### config.mk
export PLATFORM = sky130hd
export DESIGN_NAME = ps2_cmd_sequencer
export DESIGN_NICKNAME = d
export VERILOG_FILES = /design/src/rtl/ps2_pkg.sv /design/src/rtl/ps2_timeout_counter.sv /design/src/rtl/ps2_cmd_sequencer.sv
export SDC_FILE = /design/constraint.sdc
export NUM_CORES = 1
export LEC_CHECK = 0
export BUFFER_PORTS_ARGS = -buffer_cell sky130_fd_sc_hd__buf_2
export CAP_MARGIN = 30
export CORE_ASPECT_RATIO = 2
export CORE_MARGIN = 4
export CORE_UTILIZATION = 25
export DETAILED_ROUTE_END_ITERATION = 8
export HOLD_SLACK_MARGIN = 0.08
export PLACE_DENSITY = 0.42
export REMOVE_ABC_BUFFERS = 1
export SYNTH_ARGS = -nofsm -noshare
export SYNTH_HDL_FRONTEND = slang
export SYNTH_SLANG_ARGS = --single-unit
### constraint.sdc
create_clock -name clk -period 3 [get_ports clk]
set_clock_uncertainty 0.2 [all_clocks]
set_input_delay 0.6 -clock clk [delete_from_list [all_inputs] [get_ports clk]]
set_output_delay 0.6 -clock clk [all_outputs]
set_load 0.005 [all_outputs]
### src/rtl/ps2_pkg.sv
// Shared definitions for the PS/2 command sequencer: FSM encoding,
// device protocol bytes and result codes.
package ps2_pkg;

    typedef enum logic [2:0] {
        S_IDLE,
        S_SEND_CMD,
        S_WAIT_CMD,
        S_SEND_ARG,
        S_WAIT_ARG,
        S_WAIT_BAT,
        S_DONE
    } ps2_state_e;

    typedef enum logic [1:0] {
        STS_OK      = 2'd0,
        STS_TIMEOUT = 2'd1,
        STS_FAIL    = 2'd2,
        STS_RETRY   = 2'd3
    } ps2_status_e;

    localparam logic [7:0] PS2_ACK       = 8'hFA;
    localparam logic [7:0] PS2_RESEND    = 8'hFE;
    localparam logic [7:0] PS2_FAIL      = 8'hFC;
    localparam logic [7:0] PS2_BAT_OK    = 8'hAA;
    localparam logic [7:0] PS2_CMD_RESET = 8'hFF;

endpackage

### src/rtl/ps2_timeout_counter.sv
// Saturating response timer. 'limit' is the terminal count; expired is
// asserted while enabled and the count sits at that terminal value.
module ps2_timeout_counter #(
    parameter int WIDTH = 17
) (
    input  logic             clk,
    input  logic             rst,
    input  logic             clear,
    input  logic             enable,
    input  logic [WIDTH-1:0] limit,
    output logic             expired
);

    logic [WIDTH-1:0] count_q;
    logic [WIDTH-1:0] count_d;

    always_comb begin
        count_d = count_q;
        if (clear) begin
            count_d = '0;
        end else if (enable && (count_q != limit)) begin
            count_d = count_q + 1'b1;
        end
    end

    always_ff @(posedge clk) begin
        if (rst) begin
            count_q <= '0;
        end else begin
            count_q <= count_d;
        end
    end

    assign expired = enable && (count_q == limit);

endmodule

### src/rtl/ps2_cmd_sequencer.sv
// Sends a PS/2 host command (plus optional argument), tracks ACK/RESEND/FAIL
// replies, waits for the self-test result after reset, and forwards scan bytes.
module ps2_cmd_sequencer
    import ps2_pkg::*;
#(
    parameter int TIMEOUT_CYCLES = 100000,
    parameter int BAT_CYCLES     = 50000000,
    parameter int MAX_RETRY      = 3
) (
    input  logic       clk,
    input  logic       rst,
    input  logic       cmd_valid,
    output logic       cmd_ready,
    input  logic [7:0] cmd_byte,
    input  logic       cmd_has_arg,
    input  logic [7:0] cmd_arg,
    output logic [7:0] tx_data,
    output logic       tx_valid,
    input  logic       tx_ready,
    input  logic [7:0] rx_data,
    input  logic       rx_valid,
    output logic [7:0] scan_data,
    output logic       scan_valid,
    output logic       done,
    output logic [1:0] status
);

    localparam int TMR_MAX = (TIMEOUT_CYCLES > BAT_CYCLES) ? TIMEOUT_CYCLES : BAT_CYCLES;
    localparam int TMR_W   = (TMR_MAX > 2) ? $clog2(TMR_MAX) : 1;
    localparam int RTY_W   = (MAX_RETRY > 0) ? $clog2(MAX_RETRY + 1) : 1;

    localparam logic [TMR_W-1:0] TO_LAST   = TMR_W'(TIMEOUT_CYCLES - 1);
    localparam logic [TMR_W-1:0] BAT_LAST  = TMR_W'(BAT_CYCLES - 1);
    localparam logic [RTY_W-1:0] RETRY_MAX = RTY_W'(MAX_RETRY);

    ps2_state_e       state_q, state_d;
    logic [7:0]       cmd_q, cmd_d;
    logic [7:0]       arg_q, arg_d;
    logic             has_arg_q, has_arg_d;
    logic [RTY_W-1:0] retry_q, retry_d;
    ps2_status_e      status_q, status_d;
    logic [7:0]       scan_data_q, scan_data_d;
    logic             scan_valid_q, scan_valid_d;

    logic             in_wait;
    logic             forward;
    logic             timer_clear;
    logic             timer_expired;
    logic [TMR_W-1:0] timer_limit;

    assign in_wait     = (state_q == S_WAIT_CMD) || (state_q == S_WAIT_ARG) ||
                         (state_q == S_WAIT_BAT);
    assign timer_limit = (state_q == S_WAIT_BAT) ? BAT_LAST : TO_LAST;
    // Restart the count on entry to every wait, including the CMD->BAT hop.
    assign timer_clear = !in_wait || (state_d != state_q);

    ps2_timeout_counter #(
        .WIDTH(TMR_W)
    ) u_timer (
        .clk    (clk),
        .rst    (rst),
        .clear  (timer_clear),
        .enable (in_wait),
        .limit  (timer_limit),
        .expired(timer_expired)
    );

    always_comb begin
        state_d      = state_q;
        cmd_d        = cmd_q;
        arg_d        = arg_q;
        has_arg_d    = has_arg_q;
        retry_d      = retry_q;
        status_d     = status_q;
        forward      = rx_valid && !in_wait;

        case (state_q)
            S_IDLE: begin
                if (cmd_valid) begin
                    cmd_d     = cmd_byte;
                    arg_d     = cmd_arg;
                    has_arg_d = cmd_has_arg;
                    retry_d   = '0;
                    status_d  = STS_OK;
                    state_d   = S_SEND_CMD;
                end
            end
            S_SEND_CMD: if (tx_ready) state_d = S_WAIT_CMD;
            S_SEND_ARG: if (tx_ready) state_d = S_WAIT_ARG;
            S_WAIT_CMD, S_WAIT_ARG: begin
                // A received byte always wins over a same-cycle timeout.
                if (rx_valid) begin
                    case (rx_data)
                        PS2_ACK: begin
                            if (state_q == S_WAIT_ARG) begin
                                status_d = STS_OK;
                                state_d  = S_DONE;
                            end else if (has_arg_q) begin
                                retry_d = '0;
                                state_d = S_SEND_ARG;
                            end else if (cmd_q == PS2_CMD_RESET) begin
                                state_d = S_WAIT_BAT;
                            end else begin
                                status_d = STS_OK;
                                state_d  = S_DONE;
                            end
                        end
                        PS2_RESEND: begin
                            if (retry_q < RETRY_MAX) begin
                                retry_d = retry_q + 1'b1;
                                state_d = (state_q == S_WAIT_CMD) ? S_SEND_CMD : S_SEND_ARG;
                            end else begin
                                status_d = STS_RETRY;
                                state_d  = S_DONE;
                            end
                        end
                        PS2_FAIL: begin
                            status_d = STS_FAIL;
                            state_d  = S_DONE;
                        end
                        default: forward = 1'b1;
                    endcase
                end else if (timer_expired) begin
                    status_d = STS_TIMEOUT;
                    state_d  = S_DONE;
                end
            end
            S_WAIT_BAT: begin
                if (rx_valid) begin
                    case (rx_data)
                        PS2_BAT_OK: begin
                            status_d = STS_OK;
                            state_d  = S_DONE;
                        end
                        PS2_FAIL: begin
                            status_d = STS_FAIL;
                            state_d  = S_DONE;
                        end
                        default: forward = 1'b1;
                    endcase
                end else if (timer_expired) begin
                    status_d = STS_TIMEOUT;
                    state_d  = S_DONE;
                end
            end
            S_DONE:  state_d = S_IDLE;
            default: state_d = S_IDLE;
        endcase

        scan_valid_d = forward;
        scan_data_d  = forward ? rx_data : scan_data_q;
    end

    always_ff @(posedge clk) begin
        if (rst) begin
            state_q      <= S_IDLE;
            cmd_q        <= '0;
            arg_q        <= '0;
            has_arg_q    <= 1'b0;
            retry_q      <= '0;
            status_q     <= STS_OK;
            scan_data_q  <= '0;
            scan_valid_q <= 1'b0;
        end else begin
            state_q      <= state_d;
            cmd_q        <= cmd_d;
            arg_q        <= arg_d;
            has_arg_q    <= has_arg_d;
            retry_q      <= retry_d;
            status_q     <= status_d;
            scan_data_q  <= scan_data_d;
            scan_valid_q <= scan_valid_d;
        end
    end

    assign cmd_ready  = (state_q == S_IDLE);
    assign tx_valid   = (state_q == S_SEND_CMD) || (state_q == S_SEND_ARG);
    assign tx_data    = (state_q == S_SEND_ARG) ? arg_q :
                        (state_q == S_SEND_CMD) ? cmd_q : 8'h00;
    assign done       = (state_q == S_DONE);
    assign status     = status_q;
    assign scan_data  = scan_data_q;
    assign scan_valid = scan_valid_q;

endmodule

-- Word-level counts from Yosys, hierarchy flattened
Index checks and enable logic that the tools add are counted.
- word-level logic and storage cells: 94
- output and inout bits: 22
- input bits: 30
- bits in registers: 59
- reductions and logical operators: 18
- $add $sub $neg: 2
- equal/unequal tests: 25
- $lt $le $gt $ge: 1
- multiplexer cells: 39
- operators with widths (cell ; count):
    $eq A8 B8 Y1 const B ; 5
    $mux W3 ; 10
    $mux W2 ; 14
    $add A26 B1 Y26 const B ; 1
    $eq A26 B26 Y1 ; 1
    $mux W26 ; 1
    $ne A26 B26 Y1 ; 1
    $mux W8 ; 2
    $pmux W3 S5 ; 1
    $reduce_and A7 Y1 ; 2
    $pmux W2 S2 ; 3
    $pmux W2 S3 ; 2
    $ne A5 B5 Y1 const B ; 2
    $eq A3 B3 Y1 const B ; 3
    $ne A3 B3 Y1 const B ; 3
    $pmux W3 S3 ; 1
    $eq A3 B2 Y1 const B ; 2
    $reduce_or A2 Y1 ; 3
    $ne A5 B3 Y1 const B ; 1
    $logic_or A1 B1 Y1 ; 4
    $mux W1 ; 4
    $ne A2 B2 Y1 const B ; 2
    $ne A4 B2 Y1 const B ; 1
    $ne A4 B4 Y1 const B ; 1
    other kinds (13) ; 15

-- Longest topological paths before layout
- depth after elaboration: 10
- depth in mapped cells: 9
- depth with buffers taken out: 7

-- Hierarchy
Synthesis repeated with hierarchy kept, for this count alone.
- cells, all modules: 438
- area, all modules: 3582.2 um2
- modules (own cells, without submodules) (module ; instances ; area an instance (um2) ; cells each ; sequential area each (um2)):
    ps2_cmd_sequencer ; 1 ; 1849.3 ; 237 ; 660.6
    ps2_timeout_counter ; 1 ; 1732.9 ; 201 ; 520.5

-- Least setup slack after synthesis
Ideal clock, no wire load.
- path type: input-to-reg
- from: in rx_data[2]
- to: reg u_timer.count_q[7]
- stages: 7
- buffers on the path: 1
- arrival: 2.292 ns
- setup time: 0.133 ns
- required time: 2.667 ns
- path slack: 0.374 ns
- cells stage by stage: or4b_2 -> o211a_1 -> a31oi_1 -> o21ai_0 -> o2111ai_2 -> buf_2 -> a221oi_1
- longest elaborated chain between the ends: 8
- elaborated cells between the ends (all ways): 13
- those cells by class: eq/ne: 5; mux: 5; reduce/logical: 3
- RTL lines (item ; RTL line ; text):
    from (decl) ; ps2_cmd_sequencer.sv:20 ; input logic [7:0] rx_data,
    $eq A8 B8 Y1, on equally long branches ; ps2_cmd_sequencer.sv:93, ps2_cmd_sequencer.sv:130 ;
    $reduce_or A2 Y1 (no source line) ; n/a ;
    $mux W3 ; ps2_cmd_sequencer.sv:130 ; case (rx_data)
    $mux W3 ; ps2_cmd_sequencer.sv:129 ; if (rx_valid) begin
    $pmux W3 S5 * ; ps2_cmd_sequencer.sv:77 ; case (state_q)
    $ne A3 B3 Y1 * ; ps2_cmd_sequencer.sv:55 ; assign timer_clear = !in_wait || (state_d != state_q);
    $logic_or A1 B1 Y1 * ; ps2_cmd_sequencer.sv:55 ;
    $reduce_or A2 Y1 (no source line) * ; n/a ;
    to (signal assigned) ; ps2_timeout_counter.sv:30 ; count_q <= count_d;
    to (decl) ; ps2_timeout_counter.sv:14 ; logic [WIDTH-1:0] count_q;
Mark *: on every way between the ends. The rest lies on a longest branch, timed or not.
A chain may end at the register's enable or synchronous reset.

-- Final worst setup path
- from: reg state_q[2]
- to: reg u_timer.count_q[3]
- longest elaborated chain between the ends: 10
- elaborated cells between the ends (all ways): 30
- those cells by class: eq/ne: 8; mux: 13; reduce/logical: 9
- RTL lines (item ; RTL line ; text):
    from (decl) ; ps2_cmd_sequencer.sv:36 ; ps2_state_e state_q, state_d;
    from (signal assigned) ; ps2_cmd_sequencer.sv:165 ; state_q <= state_d;
    $eq A3 B3 Y1, or another cell as far along ; ps2_cmd_sequencer.sv:52, ps2_cmd_sequencer.sv:53, ps2_cmd_sequencer.sv:77 ;
    $mux W26 / $logic_or A1 B1 Y1 (equally long branches) ; ps2_cmd_sequencer.sv:53, ps2_cmd_sequencer.sv:51 ;
    $eq A26 B26 Y1 / $logic_or A1 B1 Y1 (equally long branches) ; ps2_timeout_counter.sv:34, ps2_cmd_sequencer.sv:51 ;
    $logic_and A1 B1 Y1 ; ps2_timeout_counter.sv:34 ; assign expired = enable && (count_q == limit);
    $mux W3 ; ps2_cmd_sequencer.sv:123, ps2_cmd_sequencer.sv:141 ;
    $mux W3, on equally long branches ; ps2_cmd_sequencer.sv:129, ps2_cmd_sequencer.sv:92 ;
    $pmux W3 S5 ; ps2_cmd_sequencer.sv:77 ;
    $ne A3 B3 Y1 ; ps2_cmd_sequencer.sv:55 ;
    $logic_or A1 B1 Y1 ; ps2_cmd_sequencer.sv:55 ;
    $reduce_or A2 Y1 (no source line) ; n/a ;
Parallel ways exist; a longest one is shown, timed or not.

==> impl_metrics.csv <==
group,metric,value,unit
synthesis,synth_most_common_cell,"dfxtp_1",
critical_path,crit_path_max_fanout,26,
global_route,gr-usage-all-layers,15.0,%
die,rows,60,
cts,postCtsSetupBuffers,0,
cts,ctsResizeCount,0,
critical_path,end_kind,"register",
status,status,"finished, final reports clean",
critical_path,critical_path.top_delay_family,"simple AND/OR/NAND/NOR gates",
finish,final_cells,623,
cts,root_buffer,"clkbuf_16",
min_path,min_path_cells,2,
critical_path,r2r_slack,290,ps
route,via_per_inst,5.32,
timing,period_minus_slack,2710,ps
route,drtPass1Iterations,4,
critical_path,path_class,"reg -> reg",
critical_path,worstRegToRegCells,8,
synthesis,async_flop_share,0,%
route,drcViolationCount,0,
timing,hold_slack,256,ps
synthesis,ys_types,64,
critical_path,startpoint_type,"register",
synthesis,synth-main-ff-cell,"dfxtp_1",
die,die_height,174,um
finish,final_nets,495,
critical_path,r2r_end,"u_timer.count_q[3]",
synthesis,synth_seq_cells,59,
timing,setup_viol,0,
synthesis,synthCells,405,
global_route,antenna_found_initial,0,
synthesis,ys_seq_area_share,34.2,%
route,ant_nets,0,
die,fp.dieArea,15900,um2
synthesis,synthTopCellsByCount,"dfxtp_1, nand2_1, nor2_1",
critical_path,arrival,2720,ps
critical_path,reg2reg_from,"state_q[2]",
global_route,grt_pass1_vias,3486,
timing,clock.fmax,0.368,GHz
route,dr_total_vias,3312,
finish,fill_cells,1473,
timing,rsz0062_at_grt,"false",
critical_path,max_stage_delay,470,ps
global_route,grt_pass1_wl,18400,um
cts,clock_tree.htree_level_count,3,
timing,drv_slew,0,
place,place_inst,607,
synthesis,netlist_area,3450,um2
critical_path,cpMostUsedCell,"buf_4",
cts,clock_latency,330,ps
min_path,hold_path_end,"arg_q[4]",
synthesis,synth_edf_count,0,
critical_path,worst_path_max_delay_cell,"dfxtp_1",
place,gp_congestion,0.885,
run,cap_violations,0,
timing,worst_slew_pin_slew,560,ps
synthesis,yosysWarnings,0,
cts,cts_buffer_depth,2,
place,dpl.hpwl,9160,um
synthesis,avgSynthCellArea,8.53,um2
die,die_x,91.1,um
route,drtIter0Drc,141,
min_path,holdCritStartpoint,"arg_q[4]",
cts,clkTransAtPathRegs,60,ps
global_route,grt_overflow_total,0,
timing,hold_viol_final,0,
synthesis,synth_top_area_cell,"dfxtp_1",
cts,cts_hold_buffers,0,
timing,fin_crit_sh,90.5,%
route,wl_per_cell,18.6,um
power,peakVddDrop,0.322,mV
die,io_pins,52,
die,coreArea,13500,um2
timing,setup_tns,0,ps
cts,cts_tree,"built",
timing,slew-limit-headroom,62.7,%
finish,final_layout_size_suffix_gt1_share,24.4,%
power,leakage,1.50,nW
cts,cts_made_buffers,9,
finish,insertedDiodeCount,0,
synthesis,synth_top_area_share,34.2,%
critical_path,required,3010,ps
critical_path,crit_chain,"buf_4 -> nor2b_1 -> buf_4 -> nand2b_1 -> nand3_1 -> a311oi_4 -> buf_12 -> a221oi_1",
die,initial_utilization,25.6,%
cts,clock-sinks,59,
place,port-buffer-count,51,
synthesis,synth_area_leaders,"dfxtp_1, nand2_1, mux2i_1, a211oi_2, a21oi_1",
finish,syn_to_final_growth,22.6,%
power,power_density,491,nW/um2
min_path,hold_class,"reg -> reg",
critical_path,crit_buf_inv,3,
global_route,grt_max_degree,27,
route,wl,11600,um
worst max path at each step:
stage                         end       start  cells after the start
6_report       u_timer.count_q[3]  state_q[2]                      8
3_5_place_dp   u_timer.count_q[3]  rx_data[2]                      8
5_1_grt        u_timer.count_q[9]  state_q[2]                      8
3_3_place_gp   u_timer.count_q[4]  rx_data[2]                      8
2_1_floorplan  u_timer.count_q[0]  state_q[1]                      6
4_1_cts        u_timer.count_q[9]  state_q[2]                      8
metrics by stage:
step | power, mW | setup slack [ps] | utilization, % | area [um2]
CTS | 2.11 | 264 | 31.3 | 4230
floorplan | 0.995 | -631 | - | 3300
finish | 2.08 | 286 | 31.3 | 4230
detailed placement | 1.13 | 202 | 29.3 | 3950
global route | 2.17 | 127 | 31.3 | 4230
global placement | 1.13 | 236 | 29.3 | 3950
placed cells by master (no fill, tap or decap), drive strengths merged, types with 3 or more instances in the layout:
cell | netlist | routed
a211oi | 19 | 19
a21oi | 24 | 24
a221oi | 9 | 9
a31oi | 5 | 5
and2 | 4 | 4
and3 | 6 | 6
and4 | 6 | 6
buf | 15 | 72
clkbuf | 10 | 11
clkinvlp | 0 | 4
dfxtp | 59 | 59
inv | 10 | 10
mux2i | 16 | 16
nand2 | 57 | 57
nand2b | 5 | 5
nand3 | 16 | 16
nand3b | 4 | 4
nand4 | 10 | 10
nor2 | 31 | 31
nor2b | 3 | 3
nor3 | 6 | 6
nor4 | 7 | 7
o21ai | 11 | 11
o31ai | 4 | 4
o32ai | 4 | 4
or3 | 7 | 7
or4 | 7 | 7
xnor2 | 10 | 10
xor2 | 9 | 9
flip-flops by register name, indices dropped and copies added, names as in the netlist:
name / cells
has_arg_q: 1
retry_q: 2
status: 2
u_timer.count_q: 26
arg_q: 8
cmd_q: 8
state_q: 3
scan_data: 8
scan_valid: 1
layer usage:
metal	vias up	share of wire [%]	GRT usage, %
li1	1621	-	-
met1	1568	33	13.2
met2	88	59	30.2
met3	35	3.0	2.51
met4	0	4.8	9.19
met5	-	0	0
cell families after synthesis:
group	count (synthesis)	synth area share [%]
adder cells (fa/ha/maj)	2	0.724
XOR/XNOR	19	4.82
AO/OA/AOI/OAI	96	22.5
multiplexers	17	5.07
flip-flops	59	34.2
buffers and inverters	35	5.43
AND/OR/NAND/NOR	177	27.3
worst register-to-register path, stage by stage (launching register included):
cell	delay (ps)
dfxtp_1	470
buf_4	250
nor2b_1	190
buf_4	200
nand2b_1	320
nand3_1	300
a311oi_4	330
buf_12	230
a221oi_1	90
final cells by class:
cell class	count	area, um2	share of cell area [%]
Clock buffer	11	243	5.73
Clock inverter	5	38.8	0.916
Inverter	10	37.5	0.887
Multi-Input combinational cell	311	2090	49.3
Sequential cell	59	1180	27.9
Tap cell	155	194	4.58
Timing Repair Buffer	72	450	10.6
report_power, final:
part	internal, mW	switching (mW)	total (mW)	leakage (nW)
Clock	0.582	0.385	0.967	0.124
Combinational	0.110	0.164	0.275	0.899
Sequential	0.815	0.0204	0.835	0.480
Total	1.51	0.570	2.08	1.50
No activity file was read; power rests on OpenSTA's default activity.
